## src/rtl/fetch_pkg.sv

```systemverilog
// Shared types and width defaults for the instruction fetch unit.
package fetch_pkg;

  localparam int FETCH_ADDR_W = 22;
  localparam int FETCH_DATA_W = 32;

  typedef enum logic [2:0] {
    IDLE     = 3'd0,
    PC_RD    = 3'd1,
    MEM_WAIT = 3'd2,
    DONE     = 3'd3,
    ERR      = 3'd4
  } state_t;

endpackage

```

## src/rtl/wait_timer.sv

```systemverilog
// 4-bit saturating wait counter; expired flags the last allowed wait cycle.
module wait_timer #(
  parameter int LIMIT = 8
) (
  input  logic clk,
  input  logic rst_n,
  input  logic clear,
  input  logic enable,
  output logic expired
);

  logic [3:0] count;

  always_ff @(posedge clk or negedge rst_n) begin
    if (!rst_n) begin
      count <= 4'd0;
    end else if (clear) begin
      count <= 4'd0;
    end else if (enable && count != 4'hF) begin
      count <= count + 4'd1;
    end
  end

  assign expired = (count == 4'(LIMIT - 1));

endmodule

```

## src/rtl/fetch_unit.sv

```systemverilog
// Single-instruction fetch FSM: reads the PC off the shared bus, then waits on memory.
module fetch_unit
  import fetch_pkg::*;
#(
  parameter int ADDR_W  = FETCH_ADDR_W,
  parameter int DATA_W  = FETCH_DATA_W,
  parameter int TIMEOUT = 8
) (
  input  logic              clk,
  input  logic              rst_n,
  input  logic              start,
  input  logic              flush,
  input  logic [DATA_W-1:0] bus_in,
  output logic              pc_out,
  output logic              pc_increment,
  output logic [ADDR_W-1:0] mem_addr,
  output logic              mem_rd,
  input  logic              mem_ready,
  input  logic [DATA_W-1:0] mem_rdata,
  output logic [DATA_W-1:0] ir,
  output logic              ir_valid,
  output logic              fetch_err,
  output logic              busy
);

  state_t            state;
  state_t            state_next;
  logic [ADDR_W-1:0] mar;
  logic              expired;
  logic              unused_bus_hi;

  // The PC only occupies the low ADDR_W bits of the bus.
  assign unused_bus_hi = ^bus_in[DATA_W-1:ADDR_W];

  always_ff @(posedge clk or negedge rst_n) begin
    if (!rst_n) begin
      state <= IDLE;
    end else begin
      state <= state_next;
    end
  end

  always_comb begin
    state_next = state;
    if (flush) begin
      state_next = IDLE;
    end else begin
      case (state)
        IDLE:     if (start) state_next = PC_RD;
        PC_RD:    state_next = MEM_WAIT;
        MEM_WAIT: begin
          if (mem_ready)    state_next = DONE;
          else if (expired) state_next = ERR;
        end
        DONE:     state_next = IDLE;
        ERR:      state_next = IDLE;
        default:  state_next = IDLE;
      endcase
    end
  end

  // mar and ir only change on completed steps; flush leaves both untouched.
  always_ff @(posedge clk or negedge rst_n) begin
    if (!rst_n) begin
      mar <= '0;
      ir  <= '0;
    end else begin
      if (state == PC_RD && !flush) begin
        mar <= bus_in[ADDR_W-1:0];
      end
      if (state == MEM_WAIT && mem_ready && !flush) begin
        ir <= mem_rdata;
      end
    end
  end

  // Held clear outside MEM_WAIT so every wait phase starts from zero.
  wait_timer #(
    .LIMIT (TIMEOUT)
  ) u_wait_timer (
    .clk     (clk),
    .rst_n   (rst_n),
    .clear   (flush || state != MEM_WAIT),
    .enable  (state == MEM_WAIT),
    .expired (expired)
  );

  assign pc_out       = (state == PC_RD);
  assign mem_rd       = (state == MEM_WAIT);
  assign ir_valid     = (state == DONE);
  assign pc_increment = (state == DONE);
  assign fetch_err    = (state == ERR);
  assign busy         = (state != IDLE);
  assign mem_addr     = mar;

endmodule

```

## config.mk

```make
export PLATFORM = sky130hd
export DESIGN_NAME = fetch_unit
export DESIGN_NICKNAME = d
export VERILOG_FILES = /design/src/rtl/fetch_pkg.sv /design/src/rtl/wait_timer.sv /design/src/rtl/fetch_unit.sv
export SDC_FILE = /design/constraint.sdc
export NUM_CORES = 1
export LEC_CHECK = 0
export ABC_AREA = 1
export CORE_MARGIN = 2
export CORE_UTILIZATION = 43
export CTS_CLUSTER_SIZE = 30
export DETAILED_ROUTE_END_ITERATION = 10
export PLACE_DENSITY = 0.85
export SLEW_MARGIN = 20
export SYNTH_ARGS = -nofsm -noshare
export SYNTH_HDL_FRONTEND = slang
export SYNTH_SLANG_ARGS = --single-unit
```

## constraint.sdc

```tcl
create_clock -name clk -period 2.58 [get_ports clk]
set_input_delay 0.516 -clock clk [delete_from_list [all_inputs] [get_ports clk]]
set_output_delay 0.516 -clock clk [all_outputs]
set_load 0.005 [all_outputs]
```

-- After elaboration in Yosys (flattened, before gate mapping)
Cells that the tools add are included.
- register bits: 61
- latch bits: 0
- bits in writable memories: 0
- ROM bits: 0
- bits of input ports: 69
- logic and storage cells: 31
- memories kept: 0
- add/sub/neg operators: 1
- multiply operators: 0
- div/mod/pow operators: 0
- magnitude comparators: 0
- equal/unequal tests: 9
- shift-type cells: 0
- mux-type cells: 7
- bitwise operators: 0
- reductions and logical operators: 10
- operators with widths (kind ; count):
    3-bit 2-to-1 mux ; 4
    3-bit case mux with 3 select lines ; 1
    4-bit 2-to-1 mux ; 2
    4-bit != test, second input constant ; 2
    3-bit by 2-bit equality test with 1-bit output, second input constant ; 2
    4-bit by 1-bit adder with 4-bit output, second input constant ; 1
    4-bit by 3-bit equality test with 1-bit output, second input constant ; 1
    1-bit logical AND ; 4
    3-bit by 1-bit equality test with 1-bit output, second input constant ; 1
    3-bit equality test, second input constant ; 1
    3-bit zero test ; 1
    3-bit by 2-bit != test with 1-bit output, second input constant ; 1
    3-bit != test, second input constant ; 1
    3-bit nonzero test ; 1
    2-bit AND reduction ; 1
    2-bit nonzero test ; 1
    1-bit zero test ; 1
    1-bit logical OR ; 1

-- Longest topological paths before layout
- depth after elaboration: 5
- gate-level depth with buffers: 7

-- Modules after synthesis
Synthesis repeated with hierarchy kept, for this count alone.
- cells, all modules: 289
- area, all modules: 2708.8 um^2
- by module, submodules not included (module ; instances ; cells each ; area an instance (um^2) ; sequential area each (um^2)):
    fetch_unit ; 1 ; 261 ; 2488.6 ; 1426.4
    wait_timer ; 1 ; 28 ; 220.2 ; 100.1

-- Least setup slack after synthesis
No wires, ideal clock.
- path kind: reg2out
- start: reg state[1]
- end: out pc_increment
- arrival: 0.861 ns
- slack: 1.203 ns
- cell stages (with the launch flop): 4
- buffers on the path: 1
- cells stage by stage: dfrtp_1 -> inv_1 -> nor3_1 -> buf_4
- word-level cells in the longest chain between the ends: 1
- ends and longest elaborated chain (element ; RTL line ; text):
    start: declaration ; fetch_unit.sv:26 ; state_t state;
    start signal: assignment ; fetch_unit.sv:39 ; state <= state_next;
    3-bit by 2-bit equality test with 1-bit output ; n/a ;
    end: declaration ; fetch_unit.sv:15 ; output logic pc_increment,
No other way between the ends.

-- Worst setup path after layout
- start: reg state[1]
- end: out pc_increment
- word-level cells in the longest chain between the ends: 1
- ends and longest elaborated chain (element ; RTL line ; text):
    3-bit by 2-bit equality test with 1-bit output ; fetch_unit.sv:91 ; assign pc_increment = (state == DONE);
No other way between the ends.

==> impl_metrics.xml <==
<?xml version="1.0" encoding="UTF-8"?>
<metrics>
  <group name="placed_design">
    <metric name="io_buffer_count" unit="">118</metric>
    <metric name="dpl.hpwl" unit="um">4660</metric>
    <metric name="dpl_worst_slack" unit="ns">0.446</metric>
    <metric name="numPlacedInstances" unit="">472</metric>
    <metric name="gp_routability_congestion" unit="">0.812</metric>
  </group>
  <group name="critical_path">
    <metric name="crit_path_end_kind" unit="">output port</metric>
    <metric name="worst-setup-path-type" unit="">reg2out</metric>
    <metric name="cp_max_fo" unit="">6</metric>
    <metric name="timing.rr.end" unit="">mem_addr[19]$_DFFE_PN0P_</metric>
    <metric name="timing.reg2reg.worst_path_depth" unit="">5</metric>
    <metric name="timing.critical_path.required" unit="ns">2.06</metric>
    <metric name="crit_path_end" unit="">pc_increment</metric>
    <metric name="arrival" unit="ns">1.72</metric>
    <metric name="setup.reg_to_reg.worst_slack" unit="ns">0.85</metric>
    <metric name="startpoint" unit="">state[1]$_DFFE_PN0P_</metric>
    <metric name="start_kind" unit="">flip-flop</metric>
    <metric name="critical_path.reg2reg.startpoint" unit="">state[1]$_DFFE_PN0P_</metric>
  </group>
  <group name="synthesis">
    <metric name="synth.lib_cells_used.distinct" unit="">21</metric>
    <metric name="synth_enable_flop_cells" unit="">0</metric>
    <metric name="yosysWarnings" unit="">0</metric>
    <metric name="synth_commonest_cells" unit="">nand2_1, dfrtp_1, nand3_1</metric>
    <metric name="synth_cell_area" unit="um^2">2570</metric>
    <metric name="yosysTopAreaCellShare" unit="%">59.3</metric>
    <metric name="top_reg_cell_synth" unit="">dfrtp_1</metric>
    <metric name="yosys-top-cells-area" unit="">dfrtp_1, nand2_1, nand3_1</metric>
    <metric name="synth_area_leader_cell" unit="">dfrtp_1</metric>
    <metric name="netlist_instances" unit="">291</metric>
    <metric name="postSynthNetCount" unit="">361</metric>
    <metric name="syn_area_per_cell" unit="um^2">8.84</metric>
    <metric name="yosysSeqAreaShare" unit="%">59.3</metric>
    <metric name="postSynth.asyncResetShare" unit="%">100</metric>
    <metric name="yosysMostFrequentCell" unit="">nand2_1</metric>
    <metric name="yosys_register_bits" unit="">61</metric>
  </group>
  <group name="pwr">
    <metric name="power.sequential.fraction" unit="%">41.8</metric>
    <metric name="p_int" unit="uW">2680</metric>
    <metric name="switching_power" unit="uW">1040</metric>
    <metric name="p_per_area" unit="nW/um^2">934</metric>
    <metric name="comb_power_share" unit="%">36.5</metric>
    <metric name="max-vdd-ir-drop" unit="uV">474</metric>
    <metric name="clock_power_share" unit="%">21.6</metric>
    <metric name="power.leakage" unit="uW">0.00195</metric>
    <metric name="p_sw_share" unit="%">28.0</metric>
  </group>
  <group name="clock_tree">
    <metric name="cts.hold.buffers_added" unit="">0</metric>
    <metric name="number_of_cts_inserted_buffers" unit="">9</metric>
    <metric name="post_cts_setup_buffers" unit="">0</metric>
    <metric name="post_cts.resized_instances" unit="">0</metric>
    <metric name="clock_h_tree_levels" unit="">3</metric>
    <metric name="tritoncts" unit="">done</metric>
    <metric name="cts_buffer_depth" unit="">2</metric>
    <metric name="clock_sinks" unit="">61</metric>
    <metric name="clkSlewWorstSetupHoldPaths" unit="ns">0.06</metric>
    <metric name="clock_insertion_delay_worst_skew" unit="ns">0.32</metric>
    <metric name="cts_root_buf" unit="">clkbuf_8</metric>
  </group>
  <group name="floorplanning">
    <metric name="rows" unit="">28</metric>
    <metric name="initial_core_util" unit="%">44.0</metric>
    <metric name="dieArea" unit="um^2">6620</metric>
    <metric name="die_x" unit="um">81.4</metric>
    <metric name="design.portCount" unit="">129</metric>
    <metric name="core_footprint" unit="um^2">5850</metric>
    <metric name="height_of_the_die" unit="um">81.4</metric>
  </group>
  <group name="sta">
    <metric name="grt_setup_unrepaired" unit="">false</metric>
    <metric name="tightestPinTransition" unit="ns">0.708</metric>
    <metric name="final_period_utilization" unit="%">86.5</metric>
    <metric name="fin_hold_viols" unit="">0</metric>
    <metric name="fmax" unit="MHz">448</metric>
    <metric name="setup_violations" unit="">0</metric>
    <metric name="whs" unit="ns">0.232</metric>
    <metric name="tightest_slew_margin_relative_to_the_limit" unit="%">52.7</metric>
    <metric name="finalCriticalPeriod" unit="ns">2.23</metric>
    <metric name="fin_tns_setup" unit="ns">0</metric>
    <metric name="post-route-worst-setup-slack" unit="ns">0.348</metric>
    <metric name="finalMaxSlewViolations" unit="">0</metric>
    <metric name="clock_skew" unit="ns">0.00369</metric>
  </group>
  <group name="layout">
    <metric name="syn_to_final_growth" unit="%">54.6</metric>
    <metric name="antenna_cells_inserted" unit="">0</metric>
    <metric name="fillers" unit="">481</metric>
    <metric name="layout-drive-gt1-share" unit="%">6.31</metric>
    <metric name="final-instance-count-excl-fill" unit="">487</metric>
    <metric name="multiInputGateArea" unit="um^2">900</metric>
    <metric name="finish.net_count" unit="">478</metric>
    <metric name="sequential_cell_area" unit="um^2">1530</metric>
    <metric name="final_core_util" unit="%">68.0</metric>
  </group>
  <group name="route">
    <metric name="dr_total_vias" unit="">2354</metric>
    <metric name="wl_per_cell" unit="um">13.1</metric>
    <metric name="drt_first_pass_iters" unit="">4</metric>
    <metric name="detail-route-antenna-nets" unit="">0</metric>
    <metric name="initialDrtViolationCount" unit="">69</metric>
    <metric name="vias_per_cell" unit="">4.83</metric>
    <metric name="remaining_drc_errors" unit="">0</metric>
    <metric name="route.final.wire_length" unit="um">6400</metric>
  </group>
  <group name="global_route">
    <metric name="antenna_found_initial" unit="">0</metric>
    <metric name="grt_util_all_layers" unit="%">19.8</metric>
    <metric name="grt_overflow_total" unit="">0</metric>
    <metric name="grt_pass1_wl" unit="um">10000</metric>
    <metric name="grt_start_max_net_pins" unit="">33</metric>
    <metric name="vias_in_the_first_global_route" unit="">2258</metric>
  </group>
  <group name="flow_run">
    <metric name="drv_cap" unit="">0</metric>
  </group>
  <group name="outcome">
    <metric name="status" unit="">completed</metric>
  </group>
  <group name="hold_path">
    <metric name="timing.hold.worst.class" unit="">in2async</metric>
  </group>
</metrics>
[routing by layer]
metal	track usage, %	wire length, um	up-vias
met5	0	0	-
met4	7.80	78	0
met3	5.78	565	9
met2	34.3	3180	91
met1	22.9	2570	1091
li1	-	-	1163
[metrics by stage]
stage | total power [uW] | area, um^2
global placement | 2880 | 3780
finish | 3720 | 3980
floorplan | 1950 | 2570
detailed placement | 2940 | 3780
CTS | 3760 | 3980
global route | 3960 | 3980
[cell usage in the layout, fill, tap and decap left out]
cell / netlist / routed
o21ai_0: 2 / 2
nand4_1: 1 / 1
nand3_1: 57 / 57
buf_12: 0 / 1
inv_1: 10 / 10
dfrtp_1: 61 / 61
nor2_2: 3 / 3
nand2_1: 122 / 122
buf_4: 4 / 4
clkbuf_1: 3 / 1
ha_1: 1 / 1
nand2_2: 1 / 1
nor2_1: 5 / 5
nor3b_1: 1 / 1
clkdlybuf4s50_1: 0 / 117
clkbuf_8: 0 / 14
a21oi_1: 3 / 3
buf_2: 7 / 1
nand3b_1: 1 / 1
nor2_8: 1 / 1
o211ai_1: 1 / 1
nand2_4: 1 / 1
nor3_1: 3 / 3
[logic make-up (layout without fill, tap and decap cells)]
| logic type | after synthesis | after routing | synth area share [%] |
|---|---|---|---|
| simple gates | 196 | 196 | 33.2 |
| flops | 61 | 61 | 59.3 |
| buf+inv | 27 | 148 | 5.74 |
| compound gates | 6 | 6 | 1.26 |
| fa+ha+maj | 1 | 1 | 0.486 |
[worst max-delay path, cell delays in order (launching register included)]
cell and delay, ns:
dfrtp_1 0.45, inv_1 0.09, nor3_1 0.28, clkdlybuf4s50_1 0.57
[registers in the layout (all words and copies together), names as in the netlist]
register,cells
ir,32
mem_addr,22
state,3
u_wait_timer.count,4
[power by group through the flow]
stage	clock [uW]	sequential [uW]	combinational (uW)
floorplan	0	1580	370
global placement	0	1550	1330
detailed placement	0	1550	1380
CTS	822	1550	1380
global route	862	1590	1500
finish	805	1550	1360
[cell type report]
cell class	instances	share of cell area [%]
Clock buffer	15	4.94
Multi-Input combinational cell	203	22.6
Tap cell	75	2.36
Sequential cell	61	38.4
Inverter	10	0.943
Timing Repair Buffer	123	30.8
[worst min-delay path by stage]
stage,start,endpoint,cells past startpoint
after floorplan,rst_n,ir[0]$_DFFE_PN0P_,0
after global placement,mem_addr[21]$_DFFE_PN0P_,mem_addr[21]$_DFFE_PN0P_,2
after detailed placement,ir[9]$_DFFE_PN0P_,ir[9]$_DFFE_PN0P_,2
after CTS,rst_n,mem_addr[8]$_DFFE_PN0P_,1
after global routing,rst_n,mem_addr[8]$_DFFE_PN0P_,1
final,rst_n,mem_addr[6]$_DFFE_PN0P_,1
Note: power is estimated with default switching activity, not from simulation.
